==> src/rtl/logic_unit_reg_if.sv <==
// Handshake/data bundle for logic_unit_reg.
// The master side is the producer of operands and the consumer of results;
// the slave side is the logic unit itself.
// Optional macro LOGIC_UNIT_POPCOUNT_EN adds the outPop signal.
interface logic_unit_reg_if #(
    parameter int WIDTH = 8
);
    localparam int PW = $clog2(WIDTH + 1);

    logic             inValid;
    logic             inReady;
    logic [WIDTH-1:0] inA;
    logic [WIDTH-1:0] inB;
    logic [2:0]       inOp;
    logic             inAcc;
    logic             inClr;
    logic             outValid;
    logic             outReady;
    logic [WIDTH-1:0] outY;
    logic             outZero;
    logic             outOnes;
`ifdef LOGIC_UNIT_POPCOUNT_EN
    logic [PW-1:0]    outPop;
`endif

    modport master (
        output inValid, inA, inB, inOp, inAcc, inClr, outReady,
        input  inReady, outValid, outY, outZero, outOnes
`ifdef LOGIC_UNIT_POPCOUNT_EN
        , input outPop
`endif
    );

    modport slave (
        input  inValid, inA, inB, inOp, inAcc, inClr, outReady,
        output inReady, outValid, outY, outZero, outOnes
`ifdef LOGIC_UNIT_POPCOUNT_EN
        , output outPop
`endif
    );
endinterface

==> src/rtl/logic_unit_reg.sv <==
// Registered WIDTH-bit two-operand logic unit with accumulate mode.
// Eight bitwise operations, one-deep output register with backpressure,
// and an accumulator that can stand in for operand A.
// Optional macro LOGIC_UNIT_POPCOUNT_EN adds a registered population count
// of the result (bus.outPop).
//
// Handshake: a transfer happens on a rising edge where valid && ready are
// both high. inReady = !outValid || outReady, so a result that is being
// drained this cycle can be replaced by a new one in the same edge. While
// outValid && !outReady the result and its flags hold still and no input
// is taken; the producer may change its data freely until it is accepted.
module logic_unit_reg #(
    parameter int               WIDTH    = 8,
    parameter logic [WIDTH-1:0] ACC_INIT = '0
) (
    input logic              clk,
    input logic              rst_n,
    logic_unit_reg_if.slave  bus
);
    localparam int PW = $clog2(WIDTH + 1);

    localparam logic [2:0] OP_AND  = 3'b000;
    localparam logic [2:0] OP_OR   = 3'b001;
    localparam logic [2:0] OP_XOR  = 3'b010;
    localparam logic [2:0] OP_NOR  = 3'b011;
    localparam logic [2:0] OP_NAND = 3'b100;
    localparam logic [2:0] OP_XNOR = 3'b101;
    localparam logic [2:0] OP_NOTA = 3'b110;
    localparam logic [2:0] OP_PASS = 3'b111;

    logic [WIDTH-1:0] acc_q;
    logic [WIDTH-1:0] y_q;
    logic             valid_q;
    logic             zero_q;
    logic             ones_q;
    logic [WIDTH-1:0] op_a;
    logic [WIDTH-1:0] res;
    logic             in_ready;
    logic             accept;

    assign in_ready = !valid_q || bus.outReady;
    assign accept   = bus.inValid && in_ready;

    // Operand A: a same-cycle clear makes the accumulator read as ACC_INIT.
    always_comb begin
        op_a = bus.inA;
        if (bus.inAcc) begin
            op_a = bus.inClr ? ACC_INIT : acc_q;
        end
    end

    // Bitwise operation select.
    always_comb begin
        res = op_a;
        case (bus.inOp)
            OP_AND:  res = op_a & bus.inB;
            OP_OR:   res = op_a | bus.inB;
            OP_XOR:  res = op_a ^ bus.inB;
            OP_NOR:  res = ~(op_a | bus.inB);
            OP_NAND: res = ~(op_a & bus.inB);
            OP_XNOR: res = ~(op_a ^ bus.inB);
            OP_NOTA: res = ~op_a;
            OP_PASS: res = op_a;
            default: res = op_a;
        endcase
    end

    // Output register, flags and accumulator; an accepted result beats a clear.
    always_ff @(posedge clk) begin
        if (!rst_n) begin
            valid_q <= 1'b0;
            y_q     <= '0;
            zero_q  <= 1'b1;
            ones_q  <= 1'b0;
            acc_q   <= ACC_INIT;
        end else if (accept) begin
            valid_q <= 1'b1;
            y_q     <= res;
            zero_q  <= (res == '0);
            ones_q  <= &res;
            acc_q   <= res;
        end else begin
            if (bus.outReady) begin
                valid_q <= 1'b0;
            end
            if (bus.inClr) begin
                acc_q <= ACC_INIT;
            end
        end
    end

`ifdef LOGIC_UNIT_POPCOUNT_EN
    logic [PW-1:0] pop_next;
    logic [PW-1:0] pop_q;

    // Population count of the value about to be written to the output.
    always_comb begin
        pop_next = '0;
        for (int i = 0; i < WIDTH; i++) begin
            pop_next = pop_next + PW'(res[i]);
        end
    end

    // Count register, loaded and held alongside the result.
    always_ff @(posedge clk) begin
        if (!rst_n) begin
            pop_q <= '0;
        end else if (accept) begin
            pop_q <= pop_next;
        end
    end

    assign bus.outPop = pop_q;
`endif

    assign bus.inReady  = in_ready;
    assign bus.outValid = valid_q;
    assign bus.outY     = y_q;
    assign bus.outZero  = zero_q;
    assign bus.outOnes  = ones_q;
endmodule

==> src/flat_wrapper.sv <==
// flat-port wrapper written by rule: the top's interface ports become plain ports
module logic_unit_reg_flat 
#(
    parameter int               WIDTH    = 8,
    parameter logic [WIDTH-1:0] ACC_INIT = '0
)
  (clk, rst_n, bus_inValid, bus_inA, bus_inB, bus_inOp, bus_inAcc, bus_inClr, bus_outReady, bus_inReady, bus_outValid, bus_outY, bus_outZero, bus_outOnes);
  logic_unit_reg_if #(.WIDTH(WIDTH)) bus_i ();
  input logic clk;
  input logic rst_n;
  input wire logic [$bits(bus_i.inValid)-1:0] bus_inValid;
  input wire logic [$bits(bus_i.inA)-1:0] bus_inA;
  input wire logic [$bits(bus_i.inB)-1:0] bus_inB;
  input wire logic [$bits(bus_i.inOp)-1:0] bus_inOp;
  input wire logic [$bits(bus_i.inAcc)-1:0] bus_inAcc;
  input wire logic [$bits(bus_i.inClr)-1:0] bus_inClr;
  input wire logic [$bits(bus_i.outReady)-1:0] bus_outReady;
  output wire logic [$bits(bus_i.inReady)-1:0] bus_inReady;
  output wire logic [$bits(bus_i.outValid)-1:0] bus_outValid;
  output wire logic [$bits(bus_i.outY)-1:0] bus_outY;
  output wire logic [$bits(bus_i.outZero)-1:0] bus_outZero;
  output wire logic [$bits(bus_i.outOnes)-1:0] bus_outOnes;
  assign bus_i.inValid = bus_inValid;
  assign bus_i.inA = bus_inA;
  assign bus_i.inB = bus_inB;
  assign bus_i.inOp = bus_inOp;
  assign bus_i.inAcc = bus_inAcc;
  assign bus_i.inClr = bus_inClr;
  assign bus_i.outReady = bus_outReady;
  assign bus_inReady = bus_i.inReady;
  assign bus_outValid = bus_i.outValid;
  assign bus_outY = bus_i.outY;
  assign bus_outZero = bus_i.outZero;
  assign bus_outOnes = bus_i.outOnes;
  logic_unit_reg #(.WIDTH(WIDTH), .ACC_INIT(ACC_INIT)) u_core (.clk(clk), .rst_n(rst_n), .bus(bus_i));
endmodule
==> config.mk <==
export PLATFORM = sky130hd
export DESIGN_NAME = logic_unit_reg_flat
export DESIGN_NICKNAME = d
export VERILOG_FILES = /design/src/rtl/logic_unit_reg_if.sv /design/src/rtl/logic_unit_reg.sv /design/src/flat_wrapper.sv
export SDC_FILE = /design/constraint.sdc
export NUM_CORES = 1
export LEC_CHECK = 0
export ABC_AREA = 1
export BUFFER_PORTS_ARGS = -buffer_cell sky130_fd_sc_hd__buf_2
export CAP_MARGIN = 20
export CORE_MARGIN = 8
export CORE_UTILIZATION = 55
export CTS_CLUSTER_DIAMETER = 40
export DETAILED_ROUTE_END_ITERATION = 10
export PLACE_DENSITY = 0.8
export SLEW_MARGIN = 25
export SYNTH_ARGS = -nofsm -noshare
export SYNTH_HDL_FRONTEND = slang
export SYNTH_SLANG_ARGS = --single-unit
==> constraint.sdc <==
create_clock -name clk -period 2.3 [get_ports clk]
set_input_delay 0.46 -clock clk [delete_from_list [all_inputs] [get_ports clk]]
set_output_delay 0.46 -clock clk [all_outputs]
set_load 0.01 [all_outputs]
==> summary.md, run 1 <==
| Metric | Value |
|---|---|
| Leak | `1.04 nW` |
| Final setup viols | `0` |
| CP Launch Type | `primary input` |
| Post-DR vias/cell | `5.18` |
| FF+latch count, synth | `19` |
| Final hold slack | `459 ps` |
| CP max-delay cell | `ha_1` |
| Avg Inst Size Synth | `6.11 µm²` |
| Rel. slew slack | `0.700` |
| # H-tree levels | `1` |
| Die height | `72.0 µm` |
| Total wire length | `4.32 mm` |
| Clk root buf | `clkbuf_4` |
| Grt total ovfl | `0` |
| Post-route ant nets | `0` |
| Die W | `72.0 µm` |
| Nets | `357` |
| Vias in the first global route | `1727` |
| Initial Utilization | `0.569` |
| Setup bufs post-CTS | `0` |
| Die area | `5180 µm²` |
| MaxCap Viol Count | `0` |
| Io pins | `37` |
| Synth Net Count | `323` |
| Placed cell count | `355` |
| Post-layout min period | `1870 ps` |
| Initial antenna violation count | `0` |
| Pwr Total | `0.813 mW` |
| Final cell count without fillers | `359` |
| Sink Count | `19` |
| Critical-path cell list | `buf_2 > inv_2 > nand3_1 > nand2_1 > inv_1 > ha_1 > inv_1 > nand4_1 > o21ai_0 > nor2_1 > nand3_2 > nand2_1 > nor2_1 > nand3_1 > a21oi_2` |
| Clock transition at path regs | `110 ps` |
| Critical path depth | `15` |
| DRC Markers | `0` |
| RSZ-0062 raised after global routing | `false` |
| Port Buf Inserts | `36` |
| Core footprint | `3030 µm²` |
| Initial drt markers | `151` |
| Critical path type | `in2reg` |
| Mapped Area | `1720 µm²` |
| Reg2Reg Depth | `13` |
| Hold Buf Count CTS | `0` |
| Worst Path Arrival | `2100 ps` |
| Final Hold Fails | `0` |
| Drt pass-1 iters | `4` |
| Inserted Clock Buffers | `3` |
| Clock latency on the worst-skew pair | `300 ps` |
| Deepest clock path buffer count | `2` |
| Worst Path Buf+Inv | `4` |
| Share of cells above drive strength 1 | `0.187` |
| Least-Margin Pin Slew | `448 ps` |
| Worst Hold Depth | `4` |
| Status | `complete, no violations` |
| Maximum VDD drop | `0.519 mV` |
| FP Rows | `20` |
| Worst Path Max Fanout | `13` |
| Reg2reg start | `u_core.acc_q[7]` |
| Worst path top cell family by delay | `simple AND/OR/NAND/NOR gates` |
| Hpwl dp | `3.41 mm` |
| CP required | `2530 ps` |
| Drt wl/cell | `12.0 µm` |
| CTS tree | `yes` |
| Diodes inserted | `0` |
| HP Start | `bus_outReady` |
| Kind of end point of the critical path | `flop` |
| Cells after synthesis | `282` |
| First-pass GRT wire length | `7.33 mm` |
| Pin count of the biggest net entering global routing | `20` |
| Area Growth Syn to Fin | `12.6%` |
| Final period utilization | `0.812` |
| Ys Warns | `0` |
| Flop2flop setup slack | `520 ps` |
| Yosys cell types | `26` |
| Fillers | `305` |
| Power density over cell area | `419 nW/µm²` |
| Pins Over Slew Limit | `0` |
| Fmax | `0.535 GHz` |
| Max incr delay on CP | `260 ps` |
| Post-synthesis sequential area ratio | `0.221` |
| Fin Setup TNS | `0 ps` |
| Hold Path Class | `in2reg` |
| Via Count | `1861` |
| CP Launch Point | `bus_inClr` |
| Global Route Usage Sum | `0.171` |
| Final weighted congestion in routability-driven placement | `0.857` |
| Resize count post-CTS | `0` |
| Worst Clk Skew | `5.97 ps` |
[cell type report]
type	count	area (µm²)	share of cell area
clock buffers	4	26.3	0.0135
multi-input cells	207	1110	0.570
well taps	44	55.1	0.0284
flip-flops and latches	19	380	0.196
inverters	47	176	0.0910
repair buffers	38	195	0.101
[final timing paths]
| kind | end |
|---|---|
| max | u_core.bus.outOnes |
| min | u_core.bus.outValid |
| max reg2reg | u_core.bus.outZero |
| min reg2reg | u_core.bus.outY[2] |
[where the power goes]
group / internal [mW] / switching, mW / total (mW)
combinational: 0.0988 / 0.181 / 0.280
sequential: 0.353 / 0.0126 / 0.365
clock: 0.0675 / 0.100 / 0.168
total: 0.519 / 0.294 / 0.813
[cell usage after synthesis]
cell / count / share of area
ha_1: 16 / 0.12
nand3b_1: 1 / 0.0044
nand2_1: 68 / 0.15
clkinv_1: 1 / 0.0022
nor2_1: 34 / 0.074
buf_6: 2 / 0.013
o21ai_0: 11 / 0.032
buf_4: 2 / 0.0087
nor2_4: 1 / 0.0065
nor3_2: 1 / 0.0058
nand3_4: 1 / 0.010
nor2_2: 2 / 0.0073
nor3_1: 4 / 0.012
nand3_1: 31 / 0.090
inv_2: 5 / 0.011
o22ai_1: 1 / 0.0036
inv_1: 41 / 0.089
dfxtp_1: 19 / 0.22
nand3_2: 6 / 0.035
buf_2: 2 / 0.0058
o21ai_1: 2 / 0.0058
a21oi_1: 16 / 0.047
nand2_2: 1 / 0.0036
clkbuf_1: 3 / 0.0065
a21oi_2: 1 / 0.0051
nand4_1: 10 / 0.036
[logic make-up after synthesis]
group	Yosys count	share of synthesized area
fa+ha+maj	16	0.116
compound gates	31	0.0930
simple gates	160	0.433
flops	19	0.221
buf+inv	56	0.137
[registers in the layout, summed over array words and instances, names as in the netlist]
name and flops:
u_core.bus.outOnes 1, u_core.bus.outValid 1, u_core.acc_q 8, u_core.bus.outZero 1
u_core.bus.outY 8
[metrics by stage]
step	setup WS [ps]	util	area (µm²)
global route	181	0.640	1940
CTS	438	0.640	1940
finish	432	0.640	1940
global placement	183	0.632	1910
floorplan	411	-	1720
detailed placement	132	0.632	1910
[per-layer routing]
metal / global-route usage / vias to the layer above / share of wire
li1: - / 966 / -
met1: 0.206 / 824 / 0.45
met2: 0.293 / 65 / 0.46
met3: 0.0441 / 6 / 0.079
met4: 0.0408 / 0 / 0.013
met5: 0 / - / 0
[placed cells by master (no fill, tap or decap), drive strengths merged, types with 4 or more instances in the layout]
cell    instances
dfxtp          19
nor3            5
nand4          10
nand2          69
o21ai          13
a21oi          17
clkbuf          4
ha             16
nor2           37
inv            46
buf            38
nand3          38
[tightest hold or removal path, cell delays in order]
cell	delay, ps
buf_2	70
inv_1	30
nand2_1	70
a21oi_1	70
Note: power is estimated with default switching activity, not from simulation.
==> inputs of run 2 (changes only) <==
Settings changed: ABC_AREA 1 to 0.
Clock period 2.3 ns to 1.85 ns, I/O delays scaled along.
==> summary.md, run 2 <==
| Metric | Value |
|---|---|
| Post-synthesis sequential area ratio | `0.214 (-0.00730)` |
| RR Endpoint | `u_core.bus.outOnes` |
| Pins Over Slew Limit | `0 (unchanged)` |
| Die W | `72.9 µm (+1.3%)` |
| Yosys cell types | `50 (+92%)` |
| CTS tree | `yes` |
| Worst Hold Depth | `3 (-1)` |
| Drt pass-1 iters | `6 (+2)` |
| Nets | `338 (-5.3%)` |
| Commonest non-fill, non-tap cell in the layout | `buf_4` |
| CP Launch Type | `flop` |
| Area Growth Syn to Fin | `47.1%` |
| Placed cell area | `2350 µm² (+23%)` |
| Drt wl/cell | `18.8 µm (+56%)` |
| Rel. slew slack | `0.723 (+0.0234)` |
| Post-route cell area | `2620 µm² (+35%)` |
| Deepest clock path buffer count | `2 (unchanged)` |
| Commonest non-fill, non-tap cells in the layout | `57 x buf_4, 34 x buf_2, 18 x dfxtp_1` |
| Synth top area cells | `dfxtp_1 21%, ha_1 11%, o21a_1 5.9%` |
| Die height | `72.9 µm (+1.3%)` |
| Io pins | `37 (unchanged)` |
| Synth Flop Type | `dfxtp_1` |
| Die area | `5310 µm² (+2.6%)` |
| Maximum VDD drop | `0.514 mV (-0.93%)` |
| Mapped Area | `1780 µm² (+3.4%)` |
| EDFF count, synth | `0 (unchanged)` |
| Avg Inst Size Synth | `8.40 µm² (+38%)` |
| Kind of end point of the critical path | `flop` |
| Post-route ant nets | `0 (unchanged)` |
| Clk root buf | `clkbuf_4` |
| Initial Utilization | `0.578 (+0.00986)` |
| Global Route Usage Sum | `0.210 (+0.0393)` |
| RSZ-0062 raised after global routing | `true` |
| Final period utilization | `1.30` |
| Post-DR vias/cell | `6.06 (+17%)` |
| Power density over cell area | `501 nW/µm² (+20%)` |
| Hpwl dp | `3.72 mm (+9.1%)` |
| MaxCap Viol Count | `0 (unchanged)` |
| Violated checks | `setup timing` |
| Via Count | `2062 (+11%)` |
| Initial drt markers | `186 (+23%)` |
| Final Hold Fails | `0 (unchanged)` |
| Flop2flop setup slack | `-550 ps (-1070 ps)` |
| HP Start | `bus_inValid` |
| Diodes inserted | `0 (unchanged)` |
| Pin count of the biggest net entering global routing | `19 (-5.0%)` |
| Clock latency on the worst-skew pair | `290 ps (about the same)` |
| Final Util | `0.851 (+0.210)` |
| Synth area leader | `dfxtp_1` |
| FP Rows | `20 (unchanged)` |
| Final weighted congestion in routability-driven placement | `0.826 (-3.5%)` |
| Cells after synthesis | `212 (-25%)` |
| Worst Path Max Fanout | `4 (-9)` |
| Inserted Clock Buffers | `3 (unchanged)` |
| Yosys top cell area share | `0.214 (-0.00730)` |
| Total wire length | `6.41 mm (+48%)` |
| Clock transition at path regs | `100 ps (about the same)` |
| WHS Endpoint | `u_core.bus.outValid` |
| Ys Warns | `0 (unchanged)` |
| CP required | `2060 ps (-470 ps)` |
| Fmax | `0.416 GHz` |
| Worst Path Arrival | `2610 ps (+510 ps)` |
| Reg2Reg Depth | `10 (-3)` |
| Status | `finished with violations` |
| Vias in the first global route | `1920 (+11%)` |
| Least-Margin Pin Slew | `412 ps (-35.8 ps)` |
| Reg2reg start | `u_core.acc_q[3]` |
| Fraction of registers with async set or reset after synthesis | `0 (unchanged)` |
| FF+latch count, synth | `19 (unchanged)` |
| Share of cells above drive strength 1 | `0.480 (+0.292)` |
| Grt total ovfl | `0 (unchanged)` |
| Leak | `1.25 nW (+20%)` |
| Sink Count | `19 (unchanged)` |
| Crit path setup slack, layout | `-552 ps (-984 ps)` |
| # H-tree levels | `1 (unchanged)` |
| Initial antenna violation count | `0 (unchanged)` |
| Top cells by count, synth | `19 x dfxtp_1, 19 x inv_1, 16 x ha_1` |
| Port Buf Inserts | `36 (unchanged)` |
| Post-layout min period | `2400 ps` |
| Core footprint | `3080 µm² (+1.7%)` |
| DRC Markers | `0 (unchanged)` |
| Pwr Total | `1.31 mW (+62%)` |
| Worst Clk Skew | `2.78 ps (-3.19 ps)` |
| Critical path type | `reg2reg` |
| Hold Path Class | `in2reg` |
| First-pass GRT wire length | `9.08 mm (+24%)` |
| Synth Net Count | `253 (-22%)` |
| Final setup viols | `18 (+18)` |
-- run 2: how the worst max path moves through the flow --
stage / start / endpoint / slack (ps) / cells past startpoint
3_3_place_gp: bus_inClr / u_core.bus.outOnes / -670 / 9
5_1_grt: u_core.acc_q[1] / u_core.bus.outZero / -640 / 8
6_report: u_core.acc_q[3] / u_core.bus.outOnes / -550 / 10
4_1_cts: u_core.acc_q[3] / u_core.bus.outOnes / -370 / 10
3_5_place_dp: bus_inClr / u_core.bus.outOnes / -810 / 9
2_1_floorplan: bus_inAcc / u_core.bus.outOnes / -390 / 10
-- run 2: final cells by class --
cell class,count,area [µm²]
flip-flops and latches,19,382
clock buffers,4,26.3
inverters,20,77.6
multi-input cells,162,1480
repair buffers,91,598
well taps,44,55.1
fillers,154,459
-- run 2: metrics by stage --
step | setup slack (ps) | TNS (ps) | cells | hold slack (ps)
2_1_floorplan | -386 | -3200 | 212 | 441
3_3_place_gp | -668 | -9630 | 325 | 445
3_5_place_dp | -810 | -10450 | 325 | 452
4_1_cts | -374 | -3400 | 336 | 347
5_1_grt | -644 | -7370 | 340 | 346
6_report | -552 | -6340 | 340 | 350
-- run 2: repair_timing --
| item | in CTS | in global routing |
|---|---|---|
| setup endpoints to repair | 18 | 18 |
| pin swaps | 16 | 10 |
| hold buffers | 0 | 0 |
| endpoints found under the hold margin | 0 | 0 |
| gates resized for setup | 26 | 11 |
| setup buffers | 7 | 4 |
| gates cloned | 0 | 0 |
-- run 2: per-layer routing --
metal / GRT usage / wire, µm / vias up
li1: - / - / 915
met1: 0.257 / 2480 / 953
met2: 0.361 / 2960 / 150
met3: 0.0261 / 551 / 44
met4: 0.0800 / 416 / 0
met5: 0 / 0 / -
-- run 2: cells by family (layout without fill, tap and decap cells) --
kind of cell,Yosys count,after routing,share of synthesized area
adder cells (fa/ha/maj),16,16,0.112
buffers and inverters,31,115,0.0766
XOR/XNOR,9,9,0.0443
AND/OR/NAND/NOR,57,57,0.182
multiplexers,18,18,0.117
AO/OA/AOI/OAI,62,62,0.254
flip-flops,19,19,0.214
-- run 2: worst max-delay path, stage by stage, from the launching register on --
cell and delay (ps):
dfxtp_1 330, nor2b_4 140, mux2i_4 230, inv_2 100
ha_4 190, nand2_1 60, o21ai_1 120, a2111oi_4 270
nor3b_2 100, or4_4 530, o31ai_2 240
-- run 2: report_power, final --
part           internal (mW)  total, mW  switching (mW)
combinational          0.329      0.649           0.320
clock                 0.0838      0.205           0.121
sequential             0.442      0.459          0.0166
==> inputs of run 3 (changes only) <==
Settings changed: BUFFER_PORTS_ARGS -buffer_cell sky130_fd_sc_hd__buf_2 to -buffer_cell sky130_fd_sc_hd__clkbuf_2.
==> summary.md, run 3 (synthesis results as in run 2) <==
| Metric | Value |
|---|---|
| Commonest non-fill, non-tap cells in the layout | `49 x buf_4, 34 x clkbuf_2, 15 x dfxtp_1` |
| Critical path type | `reg2reg` |
| Violated checks | `setup timing` |
| Rel. slew slack | `0.574 (-0.149)` |
| CTS tree | `yes` |
| Io pins | `37 (unchanged)` |
| Post-route ant nets | `0 (unchanged)` |
| CP required | `2070 ps (about the same)` |
| Worst path top cell family by delay | `simple AND/OR/NAND/NOR gates` |
| FP Rows | `20 (unchanged)` |
| Least-Margin Pin Slew | `633 ps (+220 ps)` |
| Hpwl dp | `3.79 mm (+2.1%)` |
| Leak | `1.27 nW (+1.9%)` |
| Final weighted congestion in routability-driven placement | `0.835 (+1.1%)` |
| Pwr Total | `1.42 mW (+8.0%)` |
| Critical path depth | `9 (-1)` |
| Die area | `5310 µm² (unchanged)` |
| Crit path setup slack, layout | `-565 ps (-13.7 ps)` |
| Die height | `72.9 µm (unchanged)` |
| Final period utilization | `1.31 (+0.00740)` |
| Diodes inserted | `0 (unchanged)` |
| CP Launch Type | `flop` |
| Hold Buf Count CTS | `0 (unchanged)` |
| DRC Markers | `0 (unchanged)` |
| Post-layout min period | `2420 ps (+13.7 ps)` |
| Crit path capture | `u_core.bus.outOnes` |
| Clock share of power | `0.153 (-0.003)` |
| Sink Count | `19 (unchanged)` |
| Worst Path Max Fanout | `3 (-1)` |
| Final Util | `0.902 (+0.0512)` |
| Switching fraction of total power | `0.368 (+0.0193)` |
| Area Growth Syn to Fin | `55.9%` |
| Nets | `334 (-1.2%)` |
| Maximum VDD drop | `0.680 mV (+32%)` |
| Pin count of the biggest net entering global routing | `19 (unchanged)` |
| Initial Utilization | `0.578 (unchanged)` |
| Commonest non-fill, non-tap cell in the layout | `buf_4` |
| Met3 Resource Use GR | `0.0371 (+0.0110)` |
| CP max-delay cell | `or4_1` |
| Kind of end point of the critical path | `flop` |
| MaxCap Viol Count | `0 (unchanged)` |
| Vias in the first global route | `1794 (-6.6%)` |
| Worst Path Arrival | `2630 ps (+20 ps)` |
| Reg2Reg Depth | `9 (-1)` |
| Pins Over Slew Limit | `0 (unchanged)` |
| Drt wl/cell | `22.1 µm (+17%)` |
| Critical-path cell list | `nor2b_4 > mux2i_4 > ha_4 > nor2b_4 > a221oi_2 > o22ai_1 > nor3b_2 > or4_1 > o31ai_1` |
| Status | `finished with violations` |
| Via Count | `2143 (+3.9%)` |
| P_int | `0.897 mW (+4.8%)` |
| Die W | `72.9 µm (unchanged)` |
| Deepest clock path buffer count | `2 (unchanged)` |
| Clock transition at path regs | `100 ps (about the same)` |
| Part of the power in registers | `0.327 (-0.023)` |
| Worst Clk Skew | `2.15 ps (-0.630 ps)` |
| First-pass GRT wire length | `8.14 mm (-10%)` |
| Met2 usage | `0.338 (-0.0229)` |
| Post-DR vias/cell | `6.38 (+5.2%)` |
| Reg2reg start | `u_core.acc_q[3]` |
| Initial antenna violation count | `0 (unchanged)` |
| Initial drt markers | `268 (+44%)` |
| Final setup viols | `18 (unchanged)` |
| Clk root buf | `clkbuf_4` |
| Met1 Usage GRT | `0.221 (-0.0355)` |
| Worst path most repeated cell | `nor2b_4` |
| RSZ-0062 raised after global routing | `true` |
| Clock latency on the worst-skew pair | `310 ps (+20 ps)` |
| Power density over cell area | `511 nW/µm² (+1.9%)` |
| Fmax | `0.414 GHz (-0.57%)` |
| Sw Pwr | `0.522 mW (+14%)` |
| Global Route Usage Sum | `0.193 (-0.0167)` |
| # H-tree levels | `1 (unchanged)` |
| Drt pass-1 iters | `5 (-1)` |
| Inserted Clock Buffers | `3 (unchanged)` |
| RR Endpoint | `u_core.bus.outOnes` |
| Final Hold Fails | `0 (unchanged)` |
| GRT busiest layer | `met2` |
| Hold Path Class | `in2reg` |
| Combinational fraction of design power | `0.520 (+0.026)` |
| Max incr delay on CP | `540 ps (about the same)` |
| Total wire length | `7.43 mm (+16%)` |
| Share of cells above drive strength 1 | `0.548 (+0.0682)` |
| Port Buf Inserts | `36 (unchanged)` |
| Worst Path Buf+Inv | `0 (-1)` |
| CP Launch Point | `u_core.acc_q[3]` |
| Grt total ovfl | `0 (unchanged)` |
| Flop2flop setup slack | `-570 ps (about the same)` |
| Core footprint | `3080 µm² (unchanged)` |
run 3: cell count changes in the layout (fill, tap and decap cells not counted), sizes merged:
cell    previous run  this run
buf               91        52
clkbuf             4        39
run 3: final cells by class:
class / count / area [µm²]
Inverter: 20 / 77.6
Tap cell: 44 / 55.1
Multi-Input combinational cell: 162 / 1650
Sequential cell: 19 / 385
Fill cell: 137 / 302
Timing Repair Buffer: 87 / 586
Clock buffer: 4 / 26.3
run 3: power groups by stage:
| stage | clock, mW | sequential, mW | combinational, mW |
|---|---|---|---|
| 2_1_floorplan | 0 | 0.472 | 0.320 |
| 3_3_place_gp | 0 | 0.463 | 0.507 |
| 3_5_place_dp | 0 | 0.465 | 0.524 |
| 4_1_cts | 0.213 | 0.457 | 0.572 |
| 5_1_grt | 0.233 | 0.466 | 0.770 |
| 6_report | 0.217 | 0.464 | 0.738 |
run 3: routing by layer:
layer  vias to the layer above  part of all wire
li1                        912                 -
met1                      1007              0.38
met2                       169              0.46
met3                        55             0.091
met4                         0             0.065
met5                         -                 0
run 3: how the worst min path moves through the flow:
| stage | startpoint | endpoint | slack, ps | cells after the start |
|---|---|---|---|---|
| final | bus_inValid | u_core.bus.outValid | 320 | 3 |
| after global routing | bus_inValid | u_core.bus.outValid | 310 | 3 |
| after CTS | bus_inValid | u_core.bus.outValid | 300 | 3 |
| after detailed placement | u_core.bus.outY[5] | u_core.bus.outY[5] | 460 | 1 |
| after global placement | u_core.bus.outY[0] | u_core.bus.outY[0] | 450 | 1 |
| after floorplan | u_core.acc_q[2] | u_core.acc_q[2] | 440 | 2 |
run 3: worst min-delay path: stages:
cell and delay, ps:
clkbuf_2 100, inv_1 50, a21boi_0 60
run 3: stage by stage:
step	setup TNS, ps	hold slack (ps)	cell area (µm²)	instances	setup WS, ps
2_1_floorplan	-3200	441	1860	212	-386
6_report	-5060	315	2780	336	-565
4_1_cts	-3610	300	2490	329	-387
3_3_place_gp	-9990	449	2340	323	-686
5_1_grt	-6440	313	2780	336	-643
3_5_place_dp	-11050	458	2340	323	-785
run 3: what timing repair did:
action / in CTS / in global routing
resized for setup: 30 / 50
gates cloned: 0 / 0
endpoints found under the setup margin: 18 / 18
buffers inserted: 4 / 8
pin swaps: 16 / 26
